`config.mk`:
```
export PLATFORM = sky130hd
export DESIGN_NAME = dmem_stream_loader
export DESIGN_NICKNAME = d
export VERILOG_FILES = /design/src/rtl/dmem_stream_loader_pkg.sv /design/src/rtl/dmem_stream_loader_skid_fifo.sv /design/src/rtl/dmem_stream_loader.sv
export SDC_FILE = /design/constraint.sdc
export NUM_CORES = 1
export LEC_CHECK = 0
export CORE_MARGIN = 1.5
export CORE_UTILIZATION = 37
export CTS_CLUSTER_DIAMETER = 40
export DETAILED_ROUTE_END_ITERATION = 8
export PLACE_DENSITY = 0.69
export SETUP_SLACK_MARGIN = 0.02
export SLEW_MARGIN = 20
export SYNTH_ARGS = -nofsm -noshare
export SYNTH_HDL_FRONTEND = slang
export SYNTH_HIERARCHICAL = 1
export SYNTH_SLANG_ARGS = --single-unit
export TNS_END_PERCENT = 10
```
`constraint.sdc`:
```
create_clock -name axis_clk -period 4.98 [get_ports axis_clk]
set_input_delay 1.494 -clock axis_clk [delete_from_list [all_inputs] [get_ports axis_clk]]
set_output_delay 1.494 -clock axis_clk [all_outputs]
set_load 0.05 [all_outputs]
```
`src/rtl/dmem_stream_loader_pkg.sv`:
```
// Shared definitions for the data-memory stream loader and the data-memory
// arbiter: loader state encoding, the full-word byte-enable pattern and the
// default word-address width.
package dmem_stream_loader_pkg;

    localparam int         ADDR_W_DEF = 12;
    localparam logic [3:0] WR_EN_FULL = 4'hF;

    typedef enum logic [1:0] {
        LD_IDLE  = 2'd0,
        LD_LOAD  = 2'd1,
        LD_DRAIN = 2'd2,
        LD_DONE  = 2'd3
    } loader_state_t;

endpackage

```
`src/rtl/dmem_stream_loader_skid_fifo.sv`:
```
// stream_skid_fifo: 2-entry FIFO with registered empty flag.
// Ports:
//   clk, rst_n    clock, asynchronous active-low reset
//   flush         empties the FIFO (wins over push/pop)
//   push/push_data write one word (ignored when full unless popping)
//   pop           remove head word (ignored when empty)
//   head_data     current head word, valid while !empty
//   empty         registered empty flag
//   full_nxt      fullness the FIFO will have after this cycle
module stream_skid_fifo #(
    parameter int DATA_W = 32
) (
    input  logic              clk,
    input  logic              rst_n,
    input  logic              flush,
    input  logic              push,
    input  logic [DATA_W-1:0] push_data,
    input  logic              pop,
    output logic [DATA_W-1:0] head_data,
    output logic              empty,
    output logic              full_nxt
);

    logic [DATA_W-1:0] mem_q [2];
    logic              wr_ptr_q;
    logic              rd_ptr_q;
    logic [1:0]        cnt_q;
    logic [1:0]        cnt_nxt;
    logic              empty_q;
    logic              full_q;
    logic              do_push;
    logic              do_pop;

    // A push into a full FIFO is legal only when the head leaves the same cycle.
    always_comb begin
        do_push  = push && (!full_q || pop);
        do_pop   = pop && !empty_q;
        cnt_nxt  = flush ? 2'd0 : (cnt_q + {1'b0, do_push} - {1'b0, do_pop});
        full_nxt = (cnt_nxt == 2'd2);
    end

    always_ff @(posedge clk or negedge rst_n) begin
        if (!rst_n) begin
            wr_ptr_q <= 1'b0;
            rd_ptr_q <= 1'b0;
            cnt_q    <= 2'd0;
            empty_q  <= 1'b1;
            full_q   <= 1'b0;
        end else if (flush) begin
            wr_ptr_q <= 1'b0;
            rd_ptr_q <= 1'b0;
            cnt_q    <= 2'd0;
            empty_q  <= 1'b1;
            full_q   <= 1'b0;
        end else begin
            if (do_push) wr_ptr_q <= ~wr_ptr_q;
            if (do_pop)  rd_ptr_q <= ~rd_ptr_q;
            cnt_q   <= cnt_nxt;
            empty_q <= (cnt_nxt == 2'd0);
            full_q  <= full_nxt;
        end
    end

    // Storage carries data only, so it is left out of reset.
    always_ff @(posedge clk) begin
        if (do_push && !flush) mem_q[wr_ptr_q] <= push_data;
    end

    assign head_data = mem_q[rd_ptr_q];
    assign empty     = empty_q;

endmodule

```
`src/rtl/dmem_stream_loader.sv`:
```
// dmem_stream_loader: moves host AXI-Stream bulk transfers into the data-memory
// write port. Software arms a transfer (base address, word limit); each kept
// beat is buffered in a 2-entry skid FIFO and written as one memory word.
// Ports:
//   axis_clk, axis_aresetn              clock, asynchronous active-low reset
//   cfg_start/cfg_abort                 arm / abort pulses
//   cfg_base_addr, cfg_max_words        transfer setup, latched on start
//   axis_tdata/tkeep/tlast/tvalid/tready stream slave
//   mem_addr/mem_wr_data/mem_wr_en      memory write request
//   mem_wr_ready                        arbiter grant
//   status_busy/done/overflow/word_count transfer status
module dmem_stream_loader
    import dmem_stream_loader_pkg::*;
#(
    parameter int ADDR_W = ADDR_W_DEF,
    parameter int DATA_W = 32
) (
    input  logic              axis_clk,
    input  logic              axis_aresetn,
    input  logic              cfg_start,
    input  logic              cfg_abort,
    input  logic [ADDR_W-1:0] cfg_base_addr,
    input  logic [ADDR_W:0]   cfg_max_words,
    input  logic [DATA_W-1:0] axis_tdata,
    input  logic              axis_tkeep,
    input  logic              axis_tlast,
    input  logic              axis_tvalid,
    output logic              axis_tready,
    output logic [ADDR_W-1:0] mem_addr,
    output logic [DATA_W-1:0] mem_wr_data,
    output logic [3:0]        mem_wr_en,
    input  logic              mem_wr_ready,
    output logic              status_busy,
    output logic              status_done,
    output logic              status_overflow,
    output logic [ADDR_W:0]   status_word_count
);

    loader_state_t     state_q;
    logic              tready_q;
    logic              busy_q;
    logic              done_q;
    logic              ovf_q;
    logic [ADDR_W-1:0] base_q;
    logic [ADDR_W:0]   max_q;
    logic [ADDR_W:0]   acc_cnt_q;
    logic [ADDR_W:0]   word_cnt_q;

    logic              start_ok;
    logic              abort_ok;
    logic              beat_acc;
    logic              room;
    logic              fifo_push;
    logic              fifo_pop;
    logic              fifo_empty;
    logic              fifo_full_nxt;
    logic [DATA_W-1:0] fifo_head;

    // tready_q is only ever high in LOAD, so it also qualifies the state.
    always_comb begin
        start_ok  = cfg_start && (state_q == LD_IDLE);
        abort_ok  = cfg_abort && ((state_q == LD_LOAD) || (state_q == LD_DRAIN));
        beat_acc  = axis_tvalid && tready_q && !abort_ok;
        room      = (acc_cnt_q < max_q);
        fifo_push = beat_acc && axis_tkeep && room;
        fifo_pop  = !fifo_empty && mem_wr_ready;
    end

    stream_skid_fifo #(
        .DATA_W (DATA_W)
    ) u_fifo (
        .clk       (axis_clk),
        .rst_n     (axis_aresetn),
        .flush     (abort_ok),
        .push      (fifo_push),
        .push_data (axis_tdata),
        .pop       (fifo_pop),
        .head_data (fifo_head),
        .empty     (fifo_empty),
        .full_nxt  (fifo_full_nxt)
    );

    always_ff @(posedge axis_clk or negedge axis_aresetn) begin
        if (!axis_aresetn) begin
            state_q    <= LD_IDLE;
            tready_q   <= 1'b0;
            busy_q     <= 1'b0;
            done_q     <= 1'b0;
            ovf_q      <= 1'b0;
            base_q     <= '0;
            max_q      <= '0;
            acc_cnt_q  <= '0;
            word_cnt_q <= '0;
        end else begin
            done_q <= 1'b0;
            case (state_q)
                LD_IDLE: begin
                    // The FIFO is always empty here, so tready can open at once.
                    if (cfg_start) begin
                        state_q  <= LD_LOAD;
                        busy_q   <= 1'b1;
                        tready_q <= 1'b1;
                    end
                end
                LD_LOAD: begin
                    if (abort_ok) begin
                        state_q  <= LD_IDLE;
                        busy_q   <= 1'b0;
                        tready_q <= 1'b0;
                    end else if (beat_acc && axis_tlast) begin
                        state_q  <= LD_DRAIN;
                        tready_q <= 1'b0;
                    end else begin
                        tready_q <= !fifo_full_nxt;
                    end
                end
                LD_DRAIN: begin
                    if (abort_ok) begin
                        state_q <= LD_IDLE;
                        busy_q  <= 1'b0;
                    end else if (fifo_empty) begin
                        state_q <= LD_DONE;
                        busy_q  <= 1'b0;
                        done_q  <= 1'b1;
                    end
                end
                LD_DONE: begin
                    state_q <= LD_IDLE;
                end
                default: begin
                    state_q  <= LD_IDLE;
                    busy_q   <= 1'b0;
                    tready_q <= 1'b0;
                end
            endcase

            if (start_ok) begin
                base_q     <= cfg_base_addr;
                max_q      <= cfg_max_words;
                acc_cnt_q  <= '0;
                word_cnt_q <= '0;
                ovf_q      <= 1'b0;
            end else begin
                // A write retiring in the abort cycle still counts as written.
                if (fifo_pop)  word_cnt_q <= word_cnt_q + (ADDR_W+1)'(1);
                if (fifo_push) acc_cnt_q  <= acc_cnt_q + (ADDR_W+1)'(1);
                if (beat_acc && axis_tkeep && !room) ovf_q <= 1'b1;
            end
        end
    end

    // Write request is driven straight from the FIFO head; the address only
    // advances on retire, so a stalled request holds steady. Truncating the
    // count to ADDR_W bits gives the silent address wrap.
    assign mem_wr_en   = fifo_empty ? 4'h0 : WR_EN_FULL;
    assign mem_wr_data = fifo_empty ? '0 : fifo_head;
    assign mem_addr    = fifo_empty ? '0 : (base_q + word_cnt_q[ADDR_W-1:0]);

    assign axis_tready       = tready_q;
    assign status_busy       = busy_q;
    assign status_done       = done_q;
    assign status_overflow   = ovf_q;
    assign status_word_count = word_cnt_q;

endmodule

```
* Word level (Yosys, flattened, before mapping)
Memory sizes are Yosys's and may differ from the RTL's.
Cells that the tools add are included.
** Word-level totals
- Output and inout port bits :: 65
- ROM bits :: 0
- Register bits :: 63
- Latch bits :: 0
- Memories kept :: 1
- Bits of input ports :: 65
- Logic and storage cells :: 98
- RAM bits :: 64
** Memories
- u_fifo.mem_q :: words 2, bits a word 32, rd ports 1, clocked after Yosys merged registers in 0, write ports 1, line dmem_stream_loader_skid_fifo.sv:24 : logic [DATA_W-1:0] mem_q [2];
** Operators by class
- Magnitude comparators :: 1
- Reductions and logical operators :: 31
- Equal/unequal tests :: 8
- Shift operators :: 0
- $mul :: 0
- Divide/modulo/power cells :: 0
- Add/sub/neg operators :: 5
- Bitwise gates (word level) :: 2
- Mux-type cells :: 36
** Operator list (count)
- $mux W13 :: 4
- $mux W32 :: 1
- $add A13 B1 Y13 const B :: 2
- $mux W1 :: 19
- $mux W2 :: 7
- $lt A13 B13 Y1 :: 1
- $add A12 B12 Y12 :: 1
- $logic_and A1 B1 Y1 :: 12
- $mux W12 :: 1
- $reduce_bool A2 Y1 :: 6
- $pmux W2 S4 :: 1
- $eq A2 B2 Y1 const B :: 3
- $ne A3 B1 Y1 const B :: 2
- $logic_not A1 Y1 :: 5
- $logic_not A2 Y1 :: 2
- $mux W4 :: 1
- $reduce_and A4 Y1 :: 1
- $pmux W1 S3 :: 1
- $reduce_and A3 Y1 :: 1
- $reduce_bool A3 Y1 :: 1
- $add A2 B1 Y2 :: 1
- $eq A2 B1 Y1 const B :: 1
- $logic_or A1 B1 Y1 :: 2
- $ne A2 B1 Y1 const B :: 1
- other kinds (5) :: 6

* Logic depth before layout (Yosys ltp)
- Depth in word-level cells :: 16
- Gate-level depth with buffers :: 16
- Gate-level depth less buffers :: 15

* Hierarchy
The synthesis kept the hierarchy.
** Modules (own cells, without submodules)
- dmem_stream_loader :: area each 3768.6 um2, cells an instance 435, instances 1, seq. area each 1426.4 um2
- stream_skid_fifo :: area each 2603.7 um2, cells an instance 129, instances 1, seq. area each 2073.2 um2

* Least setup slack after synthesis
No wires, ideal clock.
- Path type :: input-to-reg
- Start :: in cfg_abort
- End :: mem u_fifo.mem_q[1][0] (enable)
- Stages on the path :: 7
- Library setup time :: 0.468 ns
- Buffers on the path :: 1
- Slack :: -0.258 ns
- Data required time :: 4.512 ns
- Arrival :: 4.770 ns
- Cell sequence :: nand2_2 -> and4_4 -> o21ai_2 -> buf_4 -> nor2_1 -> nand2b_1 -> nor3b_1
** On the way
- Longest elaborated chain between the ends :: 9
** Ends and longest elaborated chain
- start, declared :: line dmem_stream_loader.sv:21 : input logic cfg_abort,
- $logic_and A1 B1 Y1 :: line dmem_stream_loader.sv:62 : abort_ok = cfg_abort && ((state_q == LD_LOAD) || (state_q == LD_DRAIN));
- $logic_not A1 Y1 :: line dmem_stream_loader.sv:63 : beat_acc = axis_tvalid && tready_q && !abort_ok;
- $logic_and A1 B1 Y1 :: line dmem_stream_loader.sv:63
- $logic_and A1 B1 Y1 (2 in a row) :: line dmem_stream_loader.sv:65 : fifo_push = beat_acc && axis_tkeep && room;
- via fifo_push :: line dmem_stream_loader.sv:53 : logic fifo_push;
- $logic_and A1 B1 Y1 :: line dmem_stream_loader_skid_fifo.sv:36 : do_push = push && (!full_q || pop);
- $logic_and A1 B1 Y1 :: line dmem_stream_loader_skid_fifo.sv:66 : if (do_push && !flush) mem_q[wr_ptr_q] <= push_data;
- $mux W1 :: line dmem_stream_loader_skid_fifo.sv:66
- $mux W1 (not written as such) :: line dmem_stream_loader_skid_fifo.sv:66
- end, declared :: line dmem_stream_loader_skid_fifo.sv:24
The timed path passes the listed nets, and every way through them passes these cells.

* Worst setup path in the final report
- Start :: reg word_cnt_q[0], in the netlist status_word_count[0]
- End :: out mem_addr[8]
** On the way
- Longest elaborated chain between the ends :: 2
** Ends and longest elaborated chain
- start, declared :: line dmem_stream_loader.sv:47 : logic [ADDR_W:0] word_cnt_q;
- start signal, assigned :: line dmem_stream_loader.sv:145 : if (fifo_pop) word_cnt_q <= word_cnt_q + (ADDR_W+1)'(1);
- $add A12 B12 Y12 :: line dmem_stream_loader.sv:157 : assign mem_addr = fifo_empty ? '0 : (base_q + word_cnt_q[ADDR_W-1:0]);
- $mux W12 :: line dmem_stream_loader.sv:157
- end, declared :: line dmem_stream_loader.sv:29 : output logic [ADDR_W-1:0] mem_addr,
Every way passes these cells.

==> summary.md <==
- TritonCTS Buffers: 17
- setup-violating endpoint count in the final report: 0
- design area: 8510 sq um
- data arrival time of the worst path: 3.36 ns
- path depth of the worst reg2reg path: 14
- post-CTS repair timing setup buffer count: 0
- number of hold violations in the final report: 0
- most area-consuming cells after synthesis: sky130_fd_sc_hd__edfxtp_1 (30%), sky130_fd_sc_hd__dfrtp_1 (24%), sky130_fd_sc_hd__ha_1 (6.1%)
- maximum operating frequency: 206 MHz
- initial DRC count: 295
- Pins Over Slew Limit: 0
- Ant. Diodes: 0
- quantity of hold-fixing buffers added after cts: 0
- Core Rows: 47
- top fanout value on the critical path: 3
- total via count in the routed design: 4,788
- series of cell instances along the critical path: ha_1 > fa_1 > a211oi_1 > nor2_1 > o311a_1 > o22ai_1 > mux2_2 > clkdlybuf4s50_1
- post-DP HPWL: 10,300 um
- worst hold path cell count: 2
- H-tree depth: 4
- Clock Tree Buf Depth: 2
- worst slew margin relative to its limit: 29.5%
- endpoint type of the worst setup path: output pin
- post-placement setup slack: 0.530 ns
- Root Buffer: sky130_fd_sc_hd__clkbuf_16
- leakage power figure: 3.45 nW
- Crit Path Class: flop to output pin
- setup repair after global routing missed its margin: true
- overall overflow remaining after global route: 0
- insertion delay to the later sink of the worst-skew pair: 0.41 ns
- Residual DRC: 0
- Worst Slack Setup Final: 0.131 ns
- Crit path largest cell delay: 0.70 ns
- length of the first detailed-routing pass in iterations: 4
- fraction of final layout cells with drive strength greater than 1: 12.1%
- number of max-capacitance violations reported: 0
- DRT antenna net count: 0
- Startpoint Class: flop
- Initial Utilization: 38.2%
- via count normalized by instance count: 5.18
- CTS clk-pin slew, worst paths: 0.05 ns
- vertical die dimension: 134 um
- GRT Resource Usage Total: 17.2%
- Die ar.: 18,000 sq um
- most used standard cell by instance count after synthesis: sky130_fd_sc_hd__nand2_1
- clk_skew: 0.00708 ns
- type of the tightest min-delay check: flop to flop
- clock tree from TritonCTS: yes
- area grow syn2layout: 33.5%
- warnings from Yosys: 6
- initial antenna violation count: 0
- total standard cell area after synthesis: 6370 sq um
- register area share after synthesis: 54.9%
- Post-Syn Area per Cell: 11.3 sq um
- ys flop type: sky130_fd_sc_hd__edfxtp_1
- Cell Pwr Density: 587 nW/um^2
- Tot Pwr: 5.00 mW
- DP Cell Count: 893
- Layout Nets: 789
- required time of the worst setup path: 3.49 ns
- vias in the first global route: 4,865
- count of pins on the block boundary: 130
- post-synth cell types: 55
- outcome: finished, final reports clean
- footprint of the multi-input gates: 2680 sq um
- cell taking the most area after synthesis: sky130_fd_sc_hd__edfxtp_1
- nets in the synthesized netlist: 661
- placeable core area: 16,700 sq um
- maximum number of pins on one net before global-route repair: 56
- post-place instance area: 7890 sq um
- gate count of the mapped netlist: 564
- post-cts resize count: 0
- Max IR drop VDD: 296 uV
- gpl congestion: 0.930
- Final Instance Count excl. Fillers: 924
- port bufs: 129
- transition time at the pin with the least slew margin: 1.06 ns
- share of synthesized flip-flops with an asynchronous set or reset: 49.6%
- flops & latches, synth: 127
- die width: 134 um
- Fillers: 1,478
- min Tclk post-route: 4.85 ns
- Clock Sinks: 127
- fraction of synthesized cell area taken by the top area cell type: 30.2%
- period utilisation layout: 97.4%
- drt total wl: 14,900 um
- CP max-delay cell: sky130_fd_sc_hd__clkdlybuf4s50_1
- top post-synthesis cells by count: sky130_fd_sc_hd__nand2_1 (69), sky130_fd_sc_hd__edfxtp_1 (64), sky130_fd_sc_hd__dfrtp_1 (62)
- Core Util, Final: 51.0%
- sequential cell area: 3500 sq um
- wire length of the first global-routing pass: 24,300 um
- number of enable flip-flop cells after synthesis: 64
- average wire per standard cell: 16.1 um
through the flow:
stage / setup TNS, ns / hold slack (ns)
after floorplan: -1.97 / 0.436
after global placement: 0 / 0.456
after detailed placement: 0 / 0.470
after CTS: 0 / 0.483
after global routing: 0 / 0.509
final: 0 / 0.482
worst max-delay path: cells and delay by family (launching register included):
| family | cells | cell delay [ns] |
|---|---|---|
| muxes | 1 | 0.35 |
| buffers and inverters | 1 | 0.70 |
| adders and majority gates | 2 | 0.69 |
| AOI/OAI and AO/OA | 3 | 0.72 |
| and+or+nand+nor | 1 | 0.11 |
| DFF | 1 | 0.38 |
report_power, final:
part | switching (mW) | internal [mW]
combinational | 1.41 | 0.810
sequential | 0.146 | 1.31
clock | 0.435 | 0.876
total | 2.00 | 3.00
layout by cell type, fill, tap and decap left out, types with 3 or more instances in the layout:
cell and count:
sky130_fd_sc_hd__nand4_1 10, sky130_fd_sc_hd__dfrtp_1 62, sky130_fd_sc_hd__edfxtp_1 64, sky130_fd_sc_hd__nand2b_1 10, sky130_fd_sc_hd__inv_1 21, sky130_fd_sc_hd__a211oi_1 5
sky130_fd_sc_hd__clkinv_2 3, sky130_fd_sc_hd__nor2_1 32, sky130_fd_sc_hd__buf_4 6, sky130_fd_sc_hd__a21oi_1 19, sky130_fd_sc_hd__o311ai_0 4, sky130_fd_sc_hd__mux2i_1 4
sky130_fd_sc_hd__a21o_1 6, sky130_fd_sc_hd__xnor2_1 4, sky130_fd_sc_hd__xor2_1 14, sky130_fd_sc_hd__mux2_2 34, sky130_fd_sc_hd__nor3_1 8, sky130_fd_sc_hd__o21ai_0 28
sky130_fd_sc_hd__o31ai_1 5, sky130_fd_sc_hd__ha_1 31, sky130_fd_sc_hd__clkbuf_16 17, sky130_fd_sc_hd__or4_1 5, sky130_fd_sc_hd__clkdlybuf4s50_1 127, sky130_fd_sc_hd__bufinv_16 5
sky130_fd_sc_hd__nor2b_1 41, sky130_fd_sc_hd__o41ai_1 7, sky130_fd_sc_hd__nand3_1 8, sky130_fd_sc_hd__or3_1 8, sky130_fd_sc_hd__nand2_1 69, sky130_fd_sc_hd__clkinv_1 4
kinds of logic (layout without fill, tap and decap cells):
logic type | Yosys count | count (layout) | synth area share, %
xor+xnor | 18 | 18 | 2.47
fa+ha+maj | 32 | 32 | 6.40
buf+inv | 49 | 189 | 3.36
compound gates | 91 | 91 | 9.29
flops | 127 | 127 | 54.9
mux | 38 | 38 | 6.64
simple gates | 209 | 209 | 16.9
registers in the layout, indices dropped and copies added, names as in the netlist, 2 cells and up:
signal / cells
max_q: 13
status_word_count: 13
u_fifo/cnt_q: 2
base_q: 12
acc_cnt_q: 13
u_fifo/mem_q: 64
state_q: 2
routing by layer:
metal  wire length [um]  global-route usage [%]  up-vias
li1                   -                       -     2278
met5                  0                       0        -
met4                259                    6.39        0
met2               7010                    27.4      176
met1               6710                    22.8     2312
met3                900                    3.93       22
path summary, 6_finish.rpt:
path	from	endpoint	slack (ns)
min	base_q[4]$_DFFE_PN0P_	base_q[4]$_DFFE_PN0P_	0.48
max in group asynchronous	axis_aresetn	u_fifo/empty$_DFF_PN1_	2.90
min reg2reg	base_q[4]$_DFFE_PN0P_	base_q[4]$_DFFE_PN0P_	0.48
max	status_word_count[0]$_DFFE_PN0P_	mem_addr[8]	0.13
max reg2reg	acc_cnt_q[10]$_DFFE_PN0P_	axis_tready$_DFFE_PN0P_	1.58
min in group asynchronous	axis_aresetn	status_word_count[12]$_DFFE_PN0P_	1.17
area by class of cell:
cell class                      instances  share of cell area, %
Clock buffer                           17                   5.00
Clock inverter                         14                   2.31
Inverter                               22                  0.970
Multi-Input combinational cell        388                   31.5
Sequential cell                       127                   41.1
Tap cell                              220                   3.23
Timing Repair Buffer                  136                   15.9
Power figures use the tool's default switching activity.
